$ cat src/rtl/spi_reg_ctrl.sv
// Register-access protocol controller above spi_slave: turns received SPI words
// into req/ack register-bus transactions and feeds status/read words back out.
module spi_reg_ctrl #(
  parameter int K_DWIDTH = 16,
  parameter int K_AWIDTH = 7
) (
  input  logic                i_clk,
  input  logic                i_rst_n,
  input  logic                i_selected,
  input  logic [K_DWIDTH-1:0] i_rx_data,
  input  logic                i_rx_event,
  output logic [K_DWIDTH-1:0] o_tx_data,
  output logic                o_tx_valid,
  output logic                o_bus_req,
  output logic                o_bus_we,
  output logic [K_AWIDTH-1:0] o_bus_addr,
  output logic [K_DWIDTH-1:0] o_bus_wdata,
  input  logic [K_DWIDTH-1:0] i_bus_rdata,
  input  logic                i_bus_ack,
  output logic                o_overrun,
  output logic [2:0]          o_dbg_state
);

  typedef enum logic [2:0] {
    S_IDLE    = 3'd0,
    S_CMD     = 3'd1,
    S_WR_WAIT = 3'd2,
    S_WR_BUS  = 3'd3,
    S_RD_BUS  = 3'd4,
    S_RD_WAIT = 3'd5
  } state_t;

  localparam logic [K_AWIDTH-1:0] ADDR_ONE = K_AWIDTH'(1);

  state_t              state_q, state_d;
  logic                sel_q, drop_q, inc_q;
  logic                sel_rise, in_bus, in_bus_d, drop;
  logic                load_status, load_rdata, latch_cmd, latch_wdata;
  logic                addr_inc, set_overrun;
  logic [K_DWIDTH-1:0] status_word;

  // Bus handshake: o_bus_req rises together with valid o_bus_we/o_bus_addr/o_bus_wdata,
  // all held stable until the cycle i_bus_ack is high; an ack while req is low is ignored.
  assign sel_rise    = i_selected & ~sel_q;
  assign in_bus      = (state_q == S_WR_BUS) || (state_q == S_RD_BUS);
  assign in_bus_d    = (state_d == S_WR_BUS) || (state_d == S_RD_BUS);
  assign drop        = drop_q | ~i_selected;
  assign o_bus_req   = in_bus;
  assign o_dbg_state = state_q;

  always_comb begin
    status_word                    = '0;
    status_word[K_DWIDTH-1 -: 8]   = 8'hA5;
    status_word[0]                 = o_overrun;
  end

  always_comb begin
    state_d     = state_q;
    load_status = 1'b0;
    load_rdata  = 1'b0;
    latch_cmd   = 1'b0;
    latch_wdata = 1'b0;
    addr_inc    = 1'b0;
    set_overrun = 1'b0;
    case (state_q)
      S_IDLE: begin
        if (sel_rise) begin
          load_status = 1'b1;
          state_d     = S_CMD;
        end
      end
      S_CMD: begin
        if (!i_selected) begin
          state_d = S_IDLE;
        end else if (i_rx_event) begin
          latch_cmd = 1'b1;
          state_d   = i_rx_data[K_DWIDTH-1] ? S_WR_WAIT : S_RD_BUS;
        end
      end
      S_WR_WAIT: begin
        if (!i_selected) begin
          state_d = S_IDLE;
        end else if (i_rx_event) begin
          latch_wdata = 1'b1;
          state_d     = S_WR_BUS;
        end
      end
      S_WR_BUS: begin
        set_overrun = i_rx_event;
        if (i_bus_ack) begin
          addr_inc = inc_q;
          state_d  = drop ? S_IDLE : S_WR_WAIT;
        end
      end
      S_RD_BUS: begin
        set_overrun = i_rx_event;
        // A read completing after deselect is discarded rather than loaded.
        if (i_bus_ack) begin
          if (drop) begin
            state_d = S_IDLE;
          end else begin
            load_rdata = 1'b1;
            state_d    = S_RD_WAIT;
          end
        end
      end
      S_RD_WAIT: begin
        if (!i_selected) begin
          state_d = S_IDLE;
        end else if (i_rx_event) begin
          addr_inc = inc_q;
          state_d  = S_RD_BUS;
        end
      end
      default: state_d = S_IDLE;
    endcase
  end

  always_ff @(posedge i_clk or negedge i_rst_n) begin
    if (!i_rst_n) begin
      state_q     <= S_IDLE;
      sel_q       <= 1'b0;
      drop_q      <= 1'b0;
      inc_q       <= 1'b0;
      o_tx_data   <= '0;
      o_tx_valid  <= 1'b0;
      o_bus_we    <= 1'b0;
      o_bus_addr  <= '0;
      o_bus_wdata <= '0;
      o_overrun   <= 1'b0;
    end else begin
      state_q    <= state_d;
      sel_q      <= i_selected;
      // Remembers a deselect seen while a bus request is still outstanding.
      drop_q     <= in_bus_d & drop;
      o_tx_valid <= load_status | load_rdata;
      if (load_status) begin
        o_tx_data <= status_word;
      end else if (load_rdata) begin
        o_tx_data <= i_bus_rdata;
      end
      if (set_overrun) begin
        o_overrun <= 1'b1;
      end else if (load_status) begin
        o_overrun <= 1'b0;
      end
      if (latch_cmd) begin
        o_bus_we   <= i_rx_data[K_DWIDTH-1];
        inc_q      <= i_rx_data[K_DWIDTH-2];
        o_bus_addr <= i_rx_data[K_AWIDTH-1:0];
      end else if (addr_inc) begin
        o_bus_addr <= o_bus_addr + ADDR_ONE;
      end
      if (latch_wdata) begin
        o_bus_wdata <= i_rx_data;
      end
    end
  end

endmodule
$ cat config.mk
export PLATFORM = sky130hd
export DESIGN_NAME = spi_reg_ctrl
export DESIGN_NICKNAME = d
export VERILOG_FILES = /design/src/rtl/spi_reg_ctrl.sv
export SDC_FILE = /design/constraint.sdc
export NUM_CORES = 1
export LEC_CHECK = 0
export CAP_MARGIN = 5
export CORE_ASPECT_RATIO = 0.6
export CORE_MARGIN = 1.5
export CORE_UTILIZATION = 39
export DETAILED_ROUTE_END_ITERATION = 10
export PLACE_DENSITY = 0.8
export SYNTH_ARGS = -nofsm -noshare
export SYNTH_HDL_FRONTEND = slang
export SYNTH_SLANG_ARGS = --single-unit
$ cat constraint.sdc
create_clock -name i_clk -period 1.6 [get_ports i_clk]
set_clock_uncertainty 0.15 [all_clocks]
set_input_delay 0.24 -clock i_clk [delete_from_list [all_inputs] [get_ports i_clk]]
set_output_delay 0.24 -clock i_clk [all_outputs]
set_load 0.1 [all_outputs]
# Yosys cells after proc, flatten, opt, wreduce, memory -nomap -nowiden
# Cells that the tools add are included.
dict set report totals {
  output_inout_bits 46
  input_bits 37
  mem_bits_ro 0
  memories 0
  latch_bits 0
  mem_bits_rw 0
  regBits 48
}
dict set report classes {
  multipliers 0
  n_reduce_logical 7
  muxes 33
  eq_ne 7
  n_div 0
  addsub 1
  order_cmp 0
  n_shift 0
  bitwise_logic 6
}
# op n
set op_table {}
lappend op_table {{3-bit two-way mux} 11}
lappend op_table {{16-bit two-way mux} 2}
lappend op_table {{3-bit case mux with 6 select lines} 1}
lappend op_table {{1-bit two-way mux} 15}
lappend op_table {{7-bit two-way mux} 2}
lappend op_table {{3-bit by 2-bit == test with 1-bit output, second input constant} 3}
lappend op_table {{3-bit == test, second input constant} 3}
lappend op_table {{7-bit by 1-bit adder with 7-bit output, second input constant} 1}
lappend op_table {{2-bit nonzero test} 3}
lappend op_table {{3-bit by 1-bit == test with 1-bit output, second input constant} 1}
lappend op_table {{3-bit zero test} 1}
lappend op_table {{1-bit AND} 2}
lappend op_table {{1-bit logical OR} 2}
lappend op_table {{2-bit two-way mux} 1}
lappend op_table {{1-bit inverter} 2}
lappend op_table {{1-bit OR} 2}
lappend op_table {{1-bit case mux with 2 select lines} 1}
lappend op_table {{2-bit OR reduction} 1}

# Logic depth before layout (Yosys ltp)
# Gate-level depths: netlist of the first run.
dict set report logic_depth {
  depth_word 8
  depth_mapped 7
  mapped_depth_nobuf 5
}

# Least setup slack after synthesis of the first run
# Ideal clock, no wire load.
dict set report synth_timing {
  path_type {register -> register}
  from {reg state_q[2], in the netlist o_dbg_state[2]}
  to {reg o_overrun}
  t_arrival_ps 2508
  n_path_buf 1
  path_stages_with_launch 5
  period_less_slack_ps 2728
  path_slack_ps -1128
  required_ps 1380
  cell_sequence {dfrtp_1 -> buf_2 -> or3b_1 -> nand2_1 -> a22o_1}
}
dict set report synth_between {
  elab_chain_len 4
  word_cells_on_any_way 8
}
# item line_no
set synth_lines {}
lappend synth_lines {{start: declaration} 35} ;# state_t state_q, state_d;
lappend synth_lines {{start signal: assignment} 132} ;# state_q <= state_d;
lappend synth_lines {{3-bit by 2-bit == test with 1-bit output / 3-bit == test (equally long branches)} 65} ;# case (state_q)
lappend synth_lines {{2-bit OR reduction (no source line)} --}
lappend synth_lines {{1-bit two-way mux} 65}
lappend synth_lines {{1-bit two-way mux / 2-bit nonzero test (equally long branches)} --}
lappend synth_lines {{end signal: assignment} 130} ;# o_overrun <= 1'b0;
lappend synth_lines {{end signal: assignment} 143} ;# o_overrun <= 1'b1;
lappend synth_lines {{end signal: assignment} 145} ;# o_overrun <= 1'b0;
lappend synth_lines {{end: declaration} 20} ;# output logic o_overrun,
# Parallel ways exist; a longest one is shown, timed or not.
# A chain may end at the register's enable or synchronous reset.

# Final worst setup path of the first run
dict set report layout_timing {
  from {reg state_q[1], in the netlist o_dbg_state[1]}
  to {out o_bus_req}
}
dict set report layout_between {
  elab_chain_len 2
  word_cells_on_any_way 3
}
# item line_no
set layout_lines {}
lappend layout_lines {{3-bit by 2-bit == test with 1-bit output / 3-bit == test (equally long branches)} 45} ;# assign in_bus = (state_q == S_WR_BUS) || (state_q == S_RD_BUS);
lappend layout_lines {{1-bit logical OR (*)} 45}
lappend layout_lines {{end: declaration} 14} ;# output logic o_bus_req,
# Mark *: on every way between the ends. The rest lies on a longest branch, timed or not.

==> results of run 1 <==
## final cells by class
class / count / area, sq um
clock buffers: 8 / 90.1
fillers: 283 / 903
inverters: 4 / 15.0
multi-input cells: 113 / 1100
flip-flops and latches: 48 / 1220
well taps: 66 / 82.6
repair buffers: 134 / 1770
## sequential cells by signal, indices dropped and copies added, names as in the netlist
| signal | count |
|---|---|
| sel_q | 1 |
| o_overrun | 1 |
| o_bus_we | 1 |
| o_dbg_state | 3 |
| o_bus_wdata | 16 |
| o_bus_addr | 7 |
| o_tx_data | 16 |
| o_tx_valid | 1 |
| drop_q | 1 |
| inc_q | 1 |
## metal layers
layer  share of wire [%]  GRT usage, %  vias to the layer above
li1                    -             -                      908
met1                  42          33.8                     1094
met2                  47          40.0                      135
met3                 9.3          8.53                       21
met4                 1.7          11.0                        0
met5                   0             0                        -
## worst register-to-register path, cell delays in order, from the launching register on
cell	delay (ns)
dfrtp_4	0.49
buf_6	0.12
buf_6	0.09
nand3b_4	0.09
or3b_4	0.46
and2_4	0.19
o22a_1	0.22
## cell usage after synthesis, drive strengths merged, types with 2 or more instances
library cell and n:
dfrtp 48, nand2 19, mux2 17, a22o 12, buf 9, nand3 7, o2bb2a 5, inv 4
o21ai 4, a22oi 3, nand2b 3, o22a 3, a21oi 2, a31oi 2, a32oi 2, and2 2
and3 2, mux2i 2, nand4 2, nor2 2, nor2b 2, nor3 2, o211ai 2, o22ai 2
o31ai 2, or3b 2
## metrics by stage
| stage | TNS [ns] | power (mW) | hold WS (ns) | instances |
|---|---|---|---|---|
| 2_1_floorplan | -12.29 | 5.33 | -0.206 | 173 |
| 3_3_place_gp | -16.92 | 7.66 | 0.0931 | 347 |
| 3_5_place_dp | -20.15 | 7.76 | 0.0990 | 347 |
| 4_1_cts | -5.89 | 8.74 | 0.296 | 367 |
| 5_1_grt | -11.77 | 9.22 | 0.322 | 373 |
| 6_report | -10.67 | 8.99 | 0.297 | 373 |
## worst paths after layout
path,start,to,slack [ns],depth (start not counted)
min reg2reg,o_tx_data[0],o_tx_data[0],0.41,2
min,i_rst_n,o_bus_addr[6],0.30,3
min in group i_clk,i_selected,sel_q,0.33,2
max,o_dbg_state[1],o_bus_req,-0.34,3
max in group asynchronous,i_rst_n,o_dbg_state[2],0.75,3
max reg2reg,o_dbg_state[0],o_bus_addr[6],-0.30,6
## where the power goes
group          internal, mW  leakage, nW  switching, mW
Combinational          2.36         1.29           3.76
Clock                 0.354       0.0455          0.412
Sequential             1.64        0.605          0.472
Total                  4.35         1.94           4.64
## repair_timing
item	in CTS	in global routing
endpoints found under the setup margin	46	45
hold buffers	1	0
buffers inserted	8	8
hold endpoints to repair	48	0
gates cloned	3	1
pin swaps	11	16
gates resized for setup	37	32
## cell families after synthesis
group / after synthesis / synth area share, %
AOI/OAI and AO/OA: 43 / 16.1
DFF: 48 / 56.0
muxes: 19 / 9.85
and+or+nand+nor: 49 / 14.1
buffers and inverters: 13 / 3.44
adders and majority gates: 1 / 0.583
==> impl_results.md, run 1 <==
* Vias post-DR at 2158
* Ranking of synthesized cells by area: dfrtp_1 56%, mux2_2 8.4%, a22o_1 4.9%, nand2_1 3.3%, o2bb2a_1 2.3%
* Core Area at 5180 sq um
* Dpl hpwl at 4760 um
* Die area at 5970 sq um
* WP data required at 1.21 ns
* F_max at 0.515 GHz
* Cell variety after synth at 45
* Total Routing Usage GR at 25.7%
* Initial antenna violation count at 0
* Chip height at 60.5 um
* Main flop type after synthesis: dfrtp_1
* CP max stage cell: dfrtp_4
* Die width at 98.8 um
* Final core utilization at 82.6%
* PwrDens at 2100 nW/um^2
* Asr flop ratio synth at 100%
* ANT cells at 0
* Pleak at 1.94 nW
* Final Cell Area at 4280 sq um
* CP cell instances: or3b_4, nand2_8, buf_12
* Starting Density at 41.4%
* Largest net degree at the start of global routing at 49
* Mapped Cells at 173
* DP Area at 3790 sq um
* Pre-antenna DRT Iters at 6
* Std-Cell Rows at 20
* Worst Tran Pin Value at 0.376 ns
* Yosys reg bits at 48
* Vias in the first global route at 2157
* Mapped Area at 2150 sq um
* Syn_nets at 211
* Fin nets at 344
* Worst path bufs/invs at 1
* Post-Syn Area per Cell at 12.4 sq um
* Period utilisation layout at 121%
* Clock root cell: clkbuf_8
* RSZ-0062 raised after global routing: yes
* Crit path max-delay family: simple AND/OR/NAND/NOR gates
* Total gr overflow at 0
* Bufs on Longest Clock Path at 2
* Crit. End Element: output pin
* Iteration-0 DRC Markers at 170
* Fin. Hold Viols at 0
* Layout cell share with drive strength beyond 1 at 52.8%
* Status: finished, violations left
* Register area share after synthesis at 56.0%
* First-pass GRT wire length at 11600 um
* Leading area contributor after synthesis: dfrtp_1
* H-tree levels at 2
* Slew margin rel. at 74.2%
* Final ANT Viol Nets at 0
* VDD IR max at 1.72 mV
* Vias per cell at 5.79
* CTS tree: yes
* Worst-skew pair later-pin latency at 0.31 ns
* Most frequent cells in the layout: 48 x buf_12, 41 x dfrtp_1, 34 x clkdlybuf4s50_1
* Final Max Slew Viols at 0
* Crit Path Max Fanout at 6
* Crit path launch type: register
* CTS buffer count at 5
* CP arrival at 1.55 ns
* Final WS setup at -0.340 ns
* Commonest non-fill, non-tap cell in the layout: buf_12
* Hold Crit Class: input port to async pin
* Port Buf Inserts at 82
* DRC at 0
* Placer Congestion at 0.888
* Drt total wl at 8480 um
* Post-synth EDFFs at 0
* Placement Setup Slack at -0.559 ns
* Syn. warnings at 0
* Area Growth Syn to Fin at 99.3%
* Num ports at 83
* Clock transition at path regs at 0.09 ns
* Crit path largest cell delay at 0.53 ns
* Clock Sinks at 48
* Kind of critical path: register to output pin
* Routed length per placed instance at 22.7 um
* Top cell type's share of synthesized area at 56.0%
* Number of max-cap violations at 0
* Endpoints failing setup at 46
* Final min period at 1.94 ns
* Failing checks: negative setup slack
Power figures use the tool's default switching activity.
==> inputs of run 2 (changes only) <==
--- a/config.mk
+++ b/config.mk
@@ -8,9 +8,11 @@
 export CAP_MARGIN = 5
 export CORE_ASPECT_RATIO = 0.6
 export CORE_MARGIN = 1.5
-export CORE_UTILIZATION = 39
+export CORE_UTILIZATION = 40
+export CTS_CLUSTER_DIAMETER = 40
 export DETAILED_ROUTE_END_ITERATION = 10
-export PLACE_DENSITY = 0.8
+export PLACE_DENSITY = 0.79
 export SYNTH_ARGS = -nofsm -noshare
 export SYNTH_HDL_FRONTEND = slang
 export SYNTH_SLANG_ARGS = --single-unit
+export TNS_END_PERCENT = 20
==> constraint.sdc (replaced) <==
create_clock -name i_clk -period 1.8 [get_ports i_clk]
set_clock_uncertainty 0.15 [all_clocks]
set_input_delay 0.27 -clock i_clk [delete_from_list [all_inputs] [get_ports i_clk]]
set_output_delay 0.27 -clock i_clk [all_outputs]
set_load 0.1 [all_outputs]
==> run 2 against run 1 <==
  * The run still ends with negative setup slack left
  * First-iteration DRC count shrank 28%
  * Count of clock-buffer cells in the layout down 3
  * Critical path depth up 1
  * Routed wire length shrank 16%
  * Non-clock buffer count fell by 8
  * Final cell count shrank 2.4%
  * Critical path type unchanged
  * Via count is 6.0% lower
  * Clock power increased by 3.5%
  * Cell area is 3.1% lower
  * Sequential cell count unchanged
==> impl_results.md, run 2 (synthesized netlist as in run 1, its figures left out) <==
* Chip height at 59.7 um (-1.2%)
* Status: finished, violations left
* Final min period at 1.95 ns
* Placement Setup Slack at -0.365 ns (+0.194 ns)
* Vias post-DR at 2028 (-6.0%)
* Final Cell Area at 4140 sq um (-3.1%)
* Worst-skew pair later-pin latency at 0.30 ns (about the same)
* Clk pwr share at 10.1% (+1.6 points)
* Endpoints failing setup at 22 (-52%)
* Comb power frac at 65.6% (-2.4 points)
* Iteration-0 DRC Markers at 123 (-28%)
* H-tree levels at 2 (unchanged)
* Core Area at 5100 sq um (-1.4%)
* Placer Congestion at 0.890 (+0.19%)
* Die area at 5830 sq um (-2.4%)
* VDD IR max at 1.56 mV (-9.6%)
* Net Sw Frac at 51.3% (-0.33 points)
* Most frequent cells in the layout: 51 x buf_12, 41 x dfrtp_1, 36 x buf_4
* First-pass GRT wire length at 10600 um (-8.2%)
* Pleak at 1.88 nW (-3.0%)
* Commonest non-fill, non-tap cell in the layout: buf_12
* Period utilisation layout at 109%
* F_max at 0.512 GHz
* Crit path launch type: register
* Fin. Hold Viols at 0 (unchanged)
* Num ports at 83 (unchanged)
* Final Max Slew Viols at 0 (unchanged)
* Crit Path Max Fanout at 5 (-1)
* PwrDens at 1900 nW/um^2 (-9.7%)
* Clock root cell: clkbuf_8
* Clock transition at path regs at 0.09 ns (about the same)
* RSZ-0062 raised after global routing: yes
* Vias in the first global route at 2060 (-4.5%)
* CTS buffer count at 5 (unchanged)
* Sw Pwr at 4.03 mW (-13%)
* Layout cell share with drive strength beyond 1 at 50.7% (-2.1 points)
* Fin nets at 335 (-2.6%)
* Placed insts at 343 (-1.2%)
* Hold Crit Class: input port to async pin
* ANT cells at 0 (unchanged)
* Fillers at 256 (-9.5%)
* Std-Cell Rows at 20 (unchanged)
* Slew margin rel. at 73.0% (-1.3 points)
* CTS tree: yes
* Drt total wl at 7160 um (-16%)
* Area Growth Syn to Fin at 93.1%
* Port Buf Inserts at 82 (unchanged)
* Vias per cell at 5.57 (-3.7%)
* Final WS setup at -0.154 ns (+0.186 ns)
* Total gr overflow at 0 (unchanged)
* Number of max-cap violations at 0 (unchanged)
* Initial antenna violation count at 0 (unchanged)
* Crit. End Element: output pin
* DRC at 0 (unchanged)
* Worst Tran Pin Value at 0.406 ns (+0.0298 ns)
* Dpl hpwl at 4450 um (-6.6%)
* WP data required at 1.38 ns (+0.17 ns)
* CP arrival at 1.53 ns (-0.02 ns)
* Clock Sinks at 48 (unchanged)
* Bufs on Longest Clock Path at 2 (unchanged)
* Kind of critical path: register to output pin
* Failing checks: negative setup slack
* Routed length per placed instance at 19.7 um (-14%)
* DP Area at 3780 sq um (-0.30%)
* Internal at 3.83 mW (-12%)
* Largest regs: o_bus_wdata (16), o_tx_data (16), o_bus_addr (7)
* Die width at 97.6 um (-1.2%)
* Power share of the sequential group at 24.3% (+0.8 points)
* Largest net degree at the start of global routing at 34 (-31%)
* Total Routing Usage GR at 23.8% (-1.9 points)
* Pre-antenna DRT Iters at 4 (-2)
* Starting Density at 42.0% (+0.61 points)
* Final instance count without filler cells at 364 (-2.4%)
* Final ANT Viol Nets at 0 (unchanged)
-- run 2: changes by cell type in the layout (fill, tap and decap cells not counted), sizes merged --
| cell | delta |
|---|---|
| clkinv | +1 |
| clkinvlp | +1 |
| dlygate4sd2 | -1 |
| or3b | -1 |
| clkbuf | -3 |
| dlymetal6s2s | +1 |
| bufinv | +1 |
| buf | -8 |
-- run 2: worst paths after layout --
path | cells past startpoint | endpoint | startpoint | slack (ns)
max | 4 | o_bus_req | o_dbg_state[2] | -0.15
min | 2 | o_bus_wdata[9] | i_rst_n | 0.26
max reg2reg | 5 | o_bus_wdata[1] | o_dbg_state[0] | -0.09
min reg2reg | 2 | o_bus_we | o_bus_we | 0.41
max in group asynchronous | 3 | o_dbg_state[2] | i_rst_n | 0.70
min in group i_clk | 3 | sel_q | i_selected | 0.36
-- run 2: final cells by class --
cell class	instances	area (sq um)	area share (%)
clock inverters	3	42.5	1.03
well taps	66	82.6	1.99
repair buffers	126	1680	40.6
multi-input cells	112	1030	24.8
clock buffers	5	68.8	1.66
flip-flops and latches	48	1220	29.5
inverters	4	17.5	0.423
-- run 2: repair_timing --
item                                    in CTS  in global routing
endpoints found under the setup margin       8                 41
hold endpoints to repair                    15                  0
buffers inserted                             9                  3
resized for setup                           18                 25
hold buffers                                 1                  0
pin swaps                                    1                  4
-- run 2: worst max-delay path, cell delays in order (launching register included) --
cell	delay, ns
dfrtp_4	0.47
buf_6	0.11
or3b_4	0.41
nand2_8	0.08
buf_12	0.16
-- run 2: through the flow --
step	power, mW	TNS, ns	util (%)	hold WS (ns)
finish	7.87	-1.35	81.2	0.265
CTS	7.76	-0.455	79.0	0.265
global placement	6.74	-9.13	74.0	0.0584
global route	8.09	-2.42	81.2	0.296
detailed placement	6.81	-12.00	74.0	0.0613
floorplan	4.73	-3.77	-	-0.176
-- run 2: power groups by stage --
stage	Clock (mW)	Sequential [mW]	Combinational [mW]
after CTS	0.798	1.89	5.07
final	0.793	1.91	5.16
after global placement	0	1.88	4.85
after global routing	0.860	1.95	5.28
after detailed placement	0	1.92	4.89
after floorplan	0	4.19	0.541
-- run 2: per-layer routing --
metal  wire length (um)  share of wire [%]  vias up  track usage [%]
met4                158                2.2        0             7.55
met3                500                7.0       21             6.08
li1                   -                  -      893                -
met5                  0                  0        -                0
met2               3410                 48      104             38.5
met1               3080                 43     1010             32.2
